`src/rtl/vga_pattern_generator_if.sv`:
```
// Pixel-side bundle for the VGA pattern generator: upstream sync/blank strobes,
// async switch/mode inputs and the DAC-facing outputs.
interface vga_pattern_generator_if;
  logic       i_hsync_n;
  logic       i_vsync_n;
  logic       i_hblank_n;
  logic       i_vblank_n;
  logic [7:0] i_sw;
  logic [1:0] i_mode;
  logic [3:0] o_vga_r;
  logic [3:0] o_vga_g;
  logic [3:0] o_vga_b;
  logic       o_hsync_n;
  logic       o_vsync_n;
  logic [9:0] o_x;
  logic [9:0] o_y;
  logic       o_frame_start;

  modport master (
    output i_hsync_n, i_vsync_n, i_hblank_n, i_vblank_n, i_sw, i_mode,
    input  o_vga_r, o_vga_g, o_vga_b, o_hsync_n, o_vsync_n, o_x, o_y, o_frame_start
  );

  modport slave (
    input  i_hsync_n, i_vsync_n, i_hblank_n, i_vblank_n, i_sw, i_mode,
    output o_vga_r, o_vga_g, o_vga_b, o_hsync_n, o_vsync_n, o_x, o_y, o_frame_start
  );
endinterface

```
`src/rtl/vga_pattern_generator.sv`:
```
// Test-pattern colour source: tracks pixel position from blank strobes, renders one
// of four frame-latched patterns and delays syncs 2 clocks to stay aligned with RGB.
module vga_pattern_generator #(
  parameter int H_ACTIVE  = 640,
  parameter int V_ACTIVE  = 480,
  parameter int BAR_WIDTH = 80,
  parameter int THIRD     = 213
) (
  input  logic                    i_clk,
  input  logic                    i_rst_n,
  vga_pattern_generator_if.slave  vga
);

  localparam logic [9:0] XMAX = 10'(H_ACTIVE - 1);
  localparam logic [9:0] YMAX = 10'(V_ACTIVE - 1);
  localparam logic [9:0] T1   = 10'(THIRD);
  localparam logic [9:0] T2   = 10'(2 * THIRD);
  localparam logic [9:0] BW   = 10'(BAR_WIDTH);
  localparam logic [9:0] CMAX = 10'd1023;

  logic [7:0] sw_s1_q, sw_s1_d, sw_s2_q, sw_s2_d, sw_f_q, sw_f_d;
  logic [1:0] mode_s1_q, mode_s1_d, mode_s2_q, mode_s2_d, mode_f_q, mode_f_d;
  logic       fs_q, fs_d;
  logic       a_d1_q, a_d1_d;
  logic       hs_d1_q, hs_d1_d, vs_d1_q, vs_d1_d;
  logic       hs_d2_q, hs_d2_d, vs_d2_q, vs_d2_d;
  logic [9:0] x_cnt_q, x_cnt_d, y_cnt_q, y_cnt_d;
  logic [9:0] x_d1_q, x_d1_d, y_d1_q, y_d1_d;
  logic [9:0] ox_q, ox_d, oy_q, oy_d;
  logic [3:0] r_q, r_d, g_q, g_d, b_q, b_d;

  logic       active, vs_trig;
  logic [9:0] px, py, bar_idx;
  logic [2:0] bar_on;
  logic [3:0] lo, hi, pat_r, pat_g, pat_b;

  // Pattern math works on position clamped to the visible raster.
  always_comb begin
    px      = (x_d1_q > XMAX) ? XMAX : x_d1_q;
    py      = (y_d1_q > YMAX) ? YMAX : y_d1_q;
    lo      = sw_f_q[3:0];
    hi      = sw_f_q[7:4];
    bar_idx = px / BW;
    if (bar_idx > 10'd7) bar_idx = 10'd7;
    unique case (bar_idx[2:0])
      3'd0:    bar_on = 3'b111;
      3'd1:    bar_on = 3'b110;
      3'd2:    bar_on = 3'b011;
      3'd3:    bar_on = 3'b010;
      3'd4:    bar_on = 3'b101;
      3'd5:    bar_on = 3'b100;
      3'd6:    bar_on = 3'b001;
      default: bar_on = 3'b000;
    endcase
    pat_r = 4'h0;
    pat_g = 4'h0;
    pat_b = 4'h0;
    unique case (mode_f_q)
      2'd0: begin
        if (px < T1) begin
          pat_r = lo; pat_g = hi;
        end else if (px < T2) begin
          pat_g = lo; pat_b = hi;
        end else begin
          pat_r = hi; pat_b = lo;
        end
      end
      2'd1: begin
        pat_r = bar_on[2] ? lo : 4'h0;
        pat_g = bar_on[1] ? lo : 4'h0;
        pat_b = bar_on[0] ? lo : 4'h0;
      end
      2'd2: begin
        if (px[5] ^ py[5]) begin
          pat_r = lo; pat_g = hi; pat_b = lo;
        end
      end
      default: begin
        pat_r = px[9:6];
        pat_g = py[8:5];
        pat_b = lo;
      end
    endcase
  end

  always_comb begin
    active    = vga.i_hblank_n & vga.i_vblank_n;
    // Falling vsync seen against its own stage-1 copy.
    vs_trig   = ~vga.i_vsync_n & vs_d1_q;
    sw_s1_d   = vga.i_sw;
    sw_s2_d   = sw_s1_q;
    mode_s1_d = vga.i_mode;
    mode_s2_d = mode_s1_q;
    sw_f_d    = vs_trig ? sw_s2_q : sw_f_q;
    mode_f_d  = vs_trig ? mode_s2_q : mode_f_q;
    fs_d      = vs_trig;
    a_d1_d    = active;
    hs_d1_d   = vga.i_hsync_n;
    vs_d1_d   = vga.i_vsync_n;
    x_d1_d    = x_cnt_q;
    y_d1_d    = y_cnt_q;
    x_cnt_d   = active ? ((x_cnt_q == CMAX) ? CMAX : x_cnt_q + 10'd1) : 10'd0;
    y_cnt_d   = y_cnt_q;
    if (!vga.i_vblank_n)
      y_cnt_d = 10'd0;
    else if (a_d1_q && !active && y_cnt_q != CMAX)
      y_cnt_d = y_cnt_q + 10'd1;
    hs_d2_d   = hs_d1_q;
    vs_d2_d   = vs_d1_q;
    ox_d      = x_d1_q;
    oy_d      = y_d1_q;
    r_d       = a_d1_q ? pat_r : 4'h0;
    g_d       = a_d1_q ? pat_g : 4'h0;
    b_d       = a_d1_q ? pat_b : 4'h0;
  end

  always_ff @(posedge i_clk or negedge i_rst_n) begin
    if (!i_rst_n) begin
      sw_s1_q   <= '0;
      sw_s2_q   <= '0;
      sw_f_q    <= '0;
      mode_s1_q <= '0;
      mode_s2_q <= '0;
      mode_f_q  <= '0;
      fs_q      <= 1'b0;
      a_d1_q    <= 1'b0;
      hs_d1_q   <= 1'b1;
      vs_d1_q   <= 1'b1;
      hs_d2_q   <= 1'b1;
      vs_d2_q   <= 1'b1;
      x_cnt_q   <= '0;
      y_cnt_q   <= '0;
      x_d1_q    <= '0;
      y_d1_q    <= '0;
      ox_q      <= '0;
      oy_q      <= '0;
      r_q       <= '0;
      g_q       <= '0;
      b_q       <= '0;
    end else begin
      sw_s1_q   <= sw_s1_d;
      sw_s2_q   <= sw_s2_d;
      sw_f_q    <= sw_f_d;
      mode_s1_q <= mode_s1_d;
      mode_s2_q <= mode_s2_d;
      mode_f_q  <= mode_f_d;
      fs_q      <= fs_d;
      a_d1_q    <= a_d1_d;
      hs_d1_q   <= hs_d1_d;
      vs_d1_q   <= vs_d1_d;
      hs_d2_q   <= hs_d2_d;
      vs_d2_q   <= vs_d2_d;
      x_cnt_q   <= x_cnt_d;
      y_cnt_q   <= y_cnt_d;
      x_d1_q    <= x_d1_d;
      y_d1_q    <= y_d1_d;
      ox_q      <= ox_d;
      oy_q      <= oy_d;
      r_q       <= r_d;
      g_q       <= g_d;
      b_q       <= b_d;
    end
  end

  assign vga.o_vga_r       = r_q;
  assign vga.o_vga_g       = g_q;
  assign vga.o_vga_b       = b_q;
  assign vga.o_hsync_n     = hs_d2_q;
  assign vga.o_vsync_n     = vs_d2_q;
  assign vga.o_x           = ox_q;
  assign vga.o_y           = oy_q;
  assign vga.o_frame_start = fs_q;

endmodule

```
`src/flat_wrapper.sv`:
```
// flat-port wrapper written by rule: the top's interface ports become plain ports
module vga_pattern_generator_flat 
#(
  parameter int H_ACTIVE  = 640,
  parameter int V_ACTIVE  = 480,
  parameter int BAR_WIDTH = 80,
  parameter int THIRD     = 213
)
  (i_clk, i_rst_n, vga_i_hsync_n, vga_i_vsync_n, vga_i_hblank_n, vga_i_vblank_n, vga_i_sw, vga_i_mode, vga_o_vga_r, vga_o_vga_g, vga_o_vga_b, vga_o_hsync_n, vga_o_vsync_n, vga_o_x, vga_o_y, vga_o_frame_start);
  vga_pattern_generator_if vga_i ();
  input  logic i_clk;
  input  logic i_rst_n;
  input wire logic [$bits(vga_i.i_hsync_n)-1:0] vga_i_hsync_n;
  input wire logic [$bits(vga_i.i_vsync_n)-1:0] vga_i_vsync_n;
  input wire logic [$bits(vga_i.i_hblank_n)-1:0] vga_i_hblank_n;
  input wire logic [$bits(vga_i.i_vblank_n)-1:0] vga_i_vblank_n;
  input wire logic [$bits(vga_i.i_sw)-1:0] vga_i_sw;
  input wire logic [$bits(vga_i.i_mode)-1:0] vga_i_mode;
  output wire logic [$bits(vga_i.o_vga_r)-1:0] vga_o_vga_r;
  output wire logic [$bits(vga_i.o_vga_g)-1:0] vga_o_vga_g;
  output wire logic [$bits(vga_i.o_vga_b)-1:0] vga_o_vga_b;
  output wire logic [$bits(vga_i.o_hsync_n)-1:0] vga_o_hsync_n;
  output wire logic [$bits(vga_i.o_vsync_n)-1:0] vga_o_vsync_n;
  output wire logic [$bits(vga_i.o_x)-1:0] vga_o_x;
  output wire logic [$bits(vga_i.o_y)-1:0] vga_o_y;
  output wire logic [$bits(vga_i.o_frame_start)-1:0] vga_o_frame_start;
  assign vga_i.i_hsync_n = vga_i_hsync_n;
  assign vga_i.i_vsync_n = vga_i_vsync_n;
  assign vga_i.i_hblank_n = vga_i_hblank_n;
  assign vga_i.i_vblank_n = vga_i_vblank_n;
  assign vga_i.i_sw = vga_i_sw;
  assign vga_i.i_mode = vga_i_mode;
  assign vga_o_vga_r = vga_i.o_vga_r;
  assign vga_o_vga_g = vga_i.o_vga_g;
  assign vga_o_vga_b = vga_i.o_vga_b;
  assign vga_o_hsync_n = vga_i.o_hsync_n;
  assign vga_o_vsync_n = vga_i.o_vsync_n;
  assign vga_o_x = vga_i.o_x;
  assign vga_o_y = vga_i.o_y;
  assign vga_o_frame_start = vga_i.o_frame_start;
  vga_pattern_generator #(.H_ACTIVE(H_ACTIVE), .V_ACTIVE(V_ACTIVE), .BAR_WIDTH(BAR_WIDTH), .THIRD(THIRD)) u_core (.i_clk(i_clk), .i_rst_n(i_rst_n), .vga(vga_i));
endmodule
```
`config.mk`:
```
export PLATFORM = sky130hd
export DESIGN_NAME = vga_pattern_generator_flat
export DESIGN_NICKNAME = d
export VERILOG_FILES = /design/src/rtl/vga_pattern_generator_if.sv /design/src/rtl/vga_pattern_generator.sv /design/src/flat_wrapper.sv
export SDC_FILE = /design/constraint.sdc
export NUM_CORES = 1
export LEC_CHECK = 0
export ABC_AREA = 1
export CAP_MARGIN = 20
export CORE_MARGIN = 3
export CORE_UTILIZATION = 40
export DETAILED_ROUTE_END_ITERATION = 16
export MAX_ROUTING_LAYER = met4
export PLACE_DENSITY_LB_ADDON = 0.15
export SLEW_MARGIN = 20
export SYNTH_ARGS = -nofsm -noshare
export SYNTH_HDL_FRONTEND = slang
export SYNTH_SLANG_ARGS = --single-unit
export TNS_END_PERCENT = 1
```
`constraint.sdc`:
```
create_clock -name i_clk -period 2.3 [get_ports i_clk]
set_clock_uncertainty 0.1 [all_clocks]
set_input_delay 0.69 -clock i_clk [delete_from_list [all_inputs] [get_ports i_clk]]
set_output_delay 0.69 -clock i_clk [all_outputs]
set_load 0.03 [all_outputs]
```
# Word-level counts from Yosys, hierarchy flattened
# Index checks and enable logic that the tools add are counted.
[totals] reg_bits=108 in_bits=16 output_inout_bits=35
[classes] addsub=2 n_div=1 order_cmp=5 eq_ne=11 n_mux=25 bitwise_logic=4 reduce_logical=5
[ops] op="two-way mux 4 bit" count=14
[ops] op="two-way mux 10 bit" count=5
[ops] op="one-hot mux 4 bit (3 select lines)" count=3
[ops] op="one-hot mux 3 bit (7 select lines)" count=1
[ops] op="adder 10 x 1 -> 10 bit (second input constant)" count=2
[ops] op="divider 10 x 7 -> 10 bit (second input constant)" count=1
[ops] op="== test 10 bit (second input constant)" count=1
[ops] op="greater-than comparator 10 bit (second input constant)" count=1
[ops] op="greater-than comparator 10 x 3 -> 1 bit (second input constant)" count=1
[ops] op="greater-than comparator 10 x 9 -> 1 bit (second input constant)" count=1
[ops] op="less-than comparator 10 x 8 -> 1 bit (second input constant)" count=1
[ops] op="less-than comparator 10 x 9 -> 1 bit (second input constant)" count=1
[ops] op="inequality test 10 bit (second input constant)" count=1
[ops] op="== test 3 bit (second input constant)" count=3
[ops] op="two-way mux 9 bit" count=1
[ops] op="== test 3 x 2 -> 1 bit (second input constant)" count=2
[ops] op="== test 3 x 1 -> 1 bit (second input constant)" count=1
[ops] op="zero test 3 bit" count=1
[ops] op="two-way mux 3 bit" count=1
[ops] op="bitwise AND 1 bit" count=2
[ops] op="== test 2 x 1 -> 1 bit (second input constant)" count=1
[ops] op="== test 2 bit (second input constant)" count=1
[ops] op="logical AND 1 bit" count=2
[ops] op="zero test 2 bit" count=1
[ops] op="other kinds (4)" count=4

# Longest topological paths before layout
[depth] depth_word=10 depth_mapped=13

# Least setup slack after synthesis
# No wires, ideal clock.
[synth_path] path_type="in2reg" from="in vga_i_vblank_n" to="reg u_core.y_cnt_q[6]" setup_time_ns=0.123 arrival_time_ns=1.697 required_ns=2.077 setup_slack_ns=0.380 cell_stages=9 path_cell_list="buf_2 -> nand2_1 -> nand3_1 -> nand2_2 -> inv_1 -> nor2_2 -> nand2_1 -> nand2_1 -> a21oi_1"
[synth_between] elab_chain_cells=5
[synth_lines] element="start: declaration" line="flat_wrapper.sv:16" source="input wire logic [$bits(vga_i.i_vblank_n)-1:0] vga_i_vblank_n;"
[synth_lines] element="bitwise AND 1 bit" line="vga_pattern_generator.sv:87" source="active = vga.i_hblank_n & vga.i_vblank_n;"
[synth_lines] element="zero test 1 bit" line="vga_pattern_generator.sv:106" source="else if (a_d1_q && !active && y_cnt_q != CMAX)"
[synth_lines] element="logical AND 1 bit (2 in a row)" line="vga_pattern_generator.sv:106"
[synth_lines] element="inequality test 2 x 1 -> 1 bit (no line)"
[synth_lines] element="end signal: assignment" line="vga_pattern_generator.sv:154" source="y_cnt_q <= y_cnt_d;"
[synth_lines] element="end: declaration" line="vga_pattern_generator.sv:27" source="logic [9:0] x_cnt_q, x_cnt_d, y_cnt_q, y_cnt_d;"
# Parallel ways exist; a longest one is shown, timed or not.
# A chain may end at the register's enable or synchronous reset.

# Final worst setup path
[layout_path] from="reg u_core.oy_q[4], in the netlist u_core.vga.o_y[4]" to="out vga_o_y[4]"
[layout_rtl] element="start: declaration" line="vga_pattern_generator.sv:29" source="logic [9:0] ox_q, ox_d, oy_q, oy_d;"
[layout_rtl] element="start signal: assignment" line="vga_pattern_generator.sv:158" source="oy_q <= oy_d;"
[layout_rtl] element="end: declaration" line="flat_wrapper.sv:25" source="output wire logic [$bits(vga_i.o_y)-1:0] vga_o_y;"
# No word-level cell between the ends.

==> impl_summary.md <==
Status
The run finished with clean final reports.

Worst setup path
The kind of cell adding the most delay to the critical path is buffers and inverters. The kind of critical path is register to primary output. The maximum fanout along the worst path is 1. The required time reported for the critical path endpoint is 1.51 ns. The worst register-to-register path ends at u_core.vga.o_vga_g[1]. Traced cell by cell, the critical path runs through clkdlybuf4s50_1.

The worst path buffer plus inverter count is 1. The register-to-register setup slack is 0.25 ns. The slowest stage cell on the critical path is sky130_fd_sc_hd__clkdlybuf4s50_1. At the worst endpoint, the arrival time is 1.41 ns.

The startpoint of the most critical register-to-register path is u_core.ox_d[7]. The worst register-to-register path has a depth of 9. For this run, the slowest stage of the critical path takes 0.68 ns. The element type at the critical path end is a primary output. The kind of start point of the critical path is a register.

Clock network
The deepest clock path buffer count is 2. Clock tree synthesis found a total of 108 sinks. The H-tree level count is 3. The CTS tree is built.

Buffers inserted during clock tree synthesis total 9. The root buffer selected by CTS is sky130_fd_sc_hd__clkbuf_8. The clock reaches the later pin of the worst-skew pair after 0.37 ns. The clock-pin transition on the worst setup and hold timing paths is 0.10 ns.

Yosys
The number of synthesized register bits is 108. After synthesis, the cell types taking the most area are sky130_fd_sc_hd__dfrtp_1, sky130_fd_sc_hd__nand2_1, sky130_fd_sc_hd__inv_1, sky130_fd_sc_hd__nand3_1, sky130_fd_sc_hd__a21oi_1. The Yosys warning count is 0. The post-synthesis share of cell area spent on and, or, nand and nor gates is 0.211. After synthesis, the share of cell area in mux cells is 0. Of the post-synthesis cell area, the dominant cell type holds 0.598.

Synthesis handed over a netlist of 455 instances. The sequential cell area fraction in the yosys report is 0.622. The per-instance average area after synthesis is 9.57 um2. The area of the mapped netlist is 0.00435 mm2. The adder-cell share of the synthesized area is 0.00575. Yosys mapped the design onto 35 distinct sky130hd cell types.

After synthesis, the largest family of logic cells by area is simple AND/OR/NAND/NOR gates. The share of the synthesized netlist area taken by xor and xnor gates is 0.0121. The synthesized design spends more area on one cell type than any other, namely sky130_fd_sc_hd__dfrtp_1. The number of nets produced by synthesis is 473. The compound-cell area share of the yosys netlist was 0.0799.

Final layout
Registers take 0.00271 mm2. The area of all placed cells without fillers is 0.00530 mm2. The top cell types in the final layout, fill and taps aside, are sky130_fd_sc_hd__dfrtp_1, sky130_fd_sc_hd__nand2_1, sky130_fd_sc_hd__inv_1. The layout cell share with drive strength beyond 1 is 0.0906. The count of non-filler cells in the finished layout is 655. The number of nets in the final layout is 532. The number of fill cells is 1000. The area growth from synthesis to layout is 21.8%. The number of antenna diodes in the final layout is 0.

The leading cell type in the layout, fill and taps excluded is sky130_fd_sc_hd__dfrtp_1. In the final layout, the multi-input gates occupy 0.00135 mm2.

Placed design
The global placement routability congestion is 0.880. The total of buffers placed on input and output ports is 50. The HPWL after detailed placement is 6250 um.

The instance area at placement is 0.00505 mm2. The total instance count after detailed placement is 639.

Routing
The post-detailed-route DRC marker count is 0. For this block, the routed nets add up to 8730 um of wire. After the first detailed-routing iteration, the DRC count stood at 149. The count of nets left with antenna violations after detail routing is 0. The detailed-route vias per instance is 4.90.

The detailed-route wire length per cell is 13.3 um. The total number of vias is 3211. The first detailed-routing pass ran for 5 iterations.

STA
In this run the tightest slew margin relative to its limit is 0.615. The setup TNS is 0 ns. Setup repair after global routing left no endpoint under its margin. Across all hold checks on the routed design, the worst slack comes to 0.106 ns. The clock period could shrink to 2.20 ns. The actual transition at the worst max-transition pin is 0.575 ns.

In the finished design, the share of the clock period the worst path needs comes to 0.955. The final-report hold violation count is 0. The final number of max-transition violations was 0. Based on the critical path, the design can be clocked at up to 455 MHz. Setup violations remaining at the end of the flow were counted as 0.

Floorplanning
The die covers 0.0122 mm2. The top-level I/O count is 51. In this run the vertical extent of the chip is 110 um. The standard cell core area is 0.0105 mm2. The effective utilization at floorplan is 0.416.

The count of standard-cell rows is 37. In this run the horizontal extent of the chip is 110 um.

Global route
Across every metal layer, demand over resource in global routing totals 0.161. The wire length of the first global-routing pass is 14700 um. The sum of overflow across all layers after global routing is 0.

The maximum number of pins on one net before global-route repair is 57. The initial antenna violation count is 0. The via count of the first global-routing pass is 2983.

Power and ir drop
IR analysis of the VDD net gives a maximum drop of 0.329 mV. For this design the static power due to leakage is 2.54 nW. For this design the ratio of total power to cell area is 719 mW/mm2.

Min path
The min-delay analysis places its worst path in the category input pin to asynchronous set/reset pin.

Job
The max-capacitance violation count is 0.
## cell usage after synthesis
cell	instances
sky130_fd_sc_hd__o21a_1	1
sky130_fd_sc_hd__o21ai_4	1
sky130_fd_sc_hd__o21ai_0	20
sky130_fd_sc_hd__o21ai_2	1
sky130_fd_sc_hd__inv_2	3
sky130_fd_sc_hd__nor3_2	3
sky130_fd_sc_hd__inv_4	1
sky130_fd_sc_hd__ha_1	2
sky130_fd_sc_hd__dfstp_2	4
sky130_fd_sc_hd__or2_2	1
sky130_fd_sc_hd__clkbuf_1	5
sky130_fd_sc_hd__o211ai_1	3
sky130_fd_sc_hd__nand3b_1	5
sky130_fd_sc_hd__nand2_2	5
sky130_fd_sc_hd__a31oi_1	1
sky130_fd_sc_hd__buf_2	2
sky130_fd_sc_hd__a21oi_1	27
sky130_fd_sc_hd__nor3_1	6
sky130_fd_sc_hd__xor2_1	5
sky130_fd_sc_hd__and3_1	1
sky130_fd_sc_hd__a32oi_1	1
sky130_fd_sc_hd__nand2_1	92
sky130_fd_sc_hd__nand4_1	8
sky130_fd_sc_hd__nand3_1	45
sky130_fd_sc_hd__o211ai_2	1
sky130_fd_sc_hd__buf_6	2
sky130_fd_sc_hd__dfrtp_1	104
sky130_fd_sc_hd__nand2_4	1
sky130_fd_sc_hd__a211oi_1	1
sky130_fd_sc_hd__nor2_2	2
sky130_fd_sc_hd__nor4_1	1
sky130_fd_sc_hd__xnor2_1	1
sky130_fd_sc_hd__o31ai_1	3
sky130_fd_sc_hd__inv_1	62
sky130_fd_sc_hd__nor2_1	34
## state kept, by name, indices dropped and copies added, names as in the netlist
name and cells:
u_core.ox_d 10, u_core.oy_d 10, u_core.vga.o_x 10, u_core.vga.o_y 10
u_core.x_cnt_q 10, u_core.y_cnt_q 10, u_core.sw_f_q 8, u_core.sw_s1_q 8
u_core.sw_s2_q 8, u_core.vga.o_vga_b 4, u_core.vga.o_vga_g 4, u_core.vga.o_vga_r 4
u_core.mode_f_q 2, u_core.mode_s1_q 2, u_core.mode_s2_q 2, u_core.a_d1_q 1
u_core.hs_d1_q 1, u_core.vga.o_frame_start 1, u_core.vga.o_hsync_n 1, u_core.vga.o_vsync_n 1
u_core.vs_d1_q 1
## cells by family after synthesis
logic type | after synthesis
XOR/XNOR | 6
AND/OR/NAND/NOR | 204
flip-flops | 108
AO/OA/AOI/OAI | 60
adder cells (fa/ha/maj) | 2
buffers and inverters | 75
## layer usage
layer / vias to the layer above / routed length, um / GRT usage
li1: 1568 / - / -
met1: 1528 / 4160 / 0.226
met2: 102 / 3850 / 0.231
met3: 13 / 559 / 0.0402
met4: 0 / 167 / 0.0536
met5: - / 0 / -
## worst reg2reg max path, delay by kind of cell, from the launching register on
kind            cells  cell delay, ns
simple gates        7            0.94
flops               1            0.50
compound gates      2            0.42
## where the power goes
part	switching, mW	leakage, nW	total, mW	internal (mW)
sequential	0.0560	1.42	2.04	1.98
clock	0.636	0.125	1.40	0.764
combinational	0.235	1.00	0.376	0.142
## worst max-delay path by stage
stage	end	start	slack, ns	depth (start not counted)
finish	vga_o_y[4]	u_core.vga.o_y[4]	0.10	1
global route	u_core.vga.o_vga_r[1]	u_core.oy_d[5]	0.02	12
CTS	vga_o_y[6]	u_core.vga.o_y[6]	0.08	1
detailed placement	u_core.y_cnt_q[6]	vga_i_vblank_n	0.09	9
global placement	u_core.y_cnt_q[6]	vga_i_vblank_n	0.17	9
floorplan	u_core.y_cnt_q[6]	vga_i_vblank_n	0.38	9
## per-stage QoR
step	util	setup slack, ns	total power [mW]
floorplan	-	0.380	2.27
global placement	0.483	0.166	2.45
detailed placement	0.483	0.0879	2.45
CTS	0.507	0.0762	3.87
global route	0.507	0.0225	4.00
finish	0.507	0.102	3.81
## timing repair
action	CTS	global route
hold buffers	0	0
resized for setup	2	0
buffers inserted	0	0
endpoints found under the setup margin	2	0
## cell type report
type / count / share of cell area
clock buffer: 10 / 0.0260
tap: 136 / 0.0321
timing repair buffer: 57 / 0.108
sequential: 108 / 0.511
clock inverter: 6 / 0.0222
inverter: 66 / 0.0472
multi-input combinational: 272 / 0.254
(Power assumes the default switching activity.)
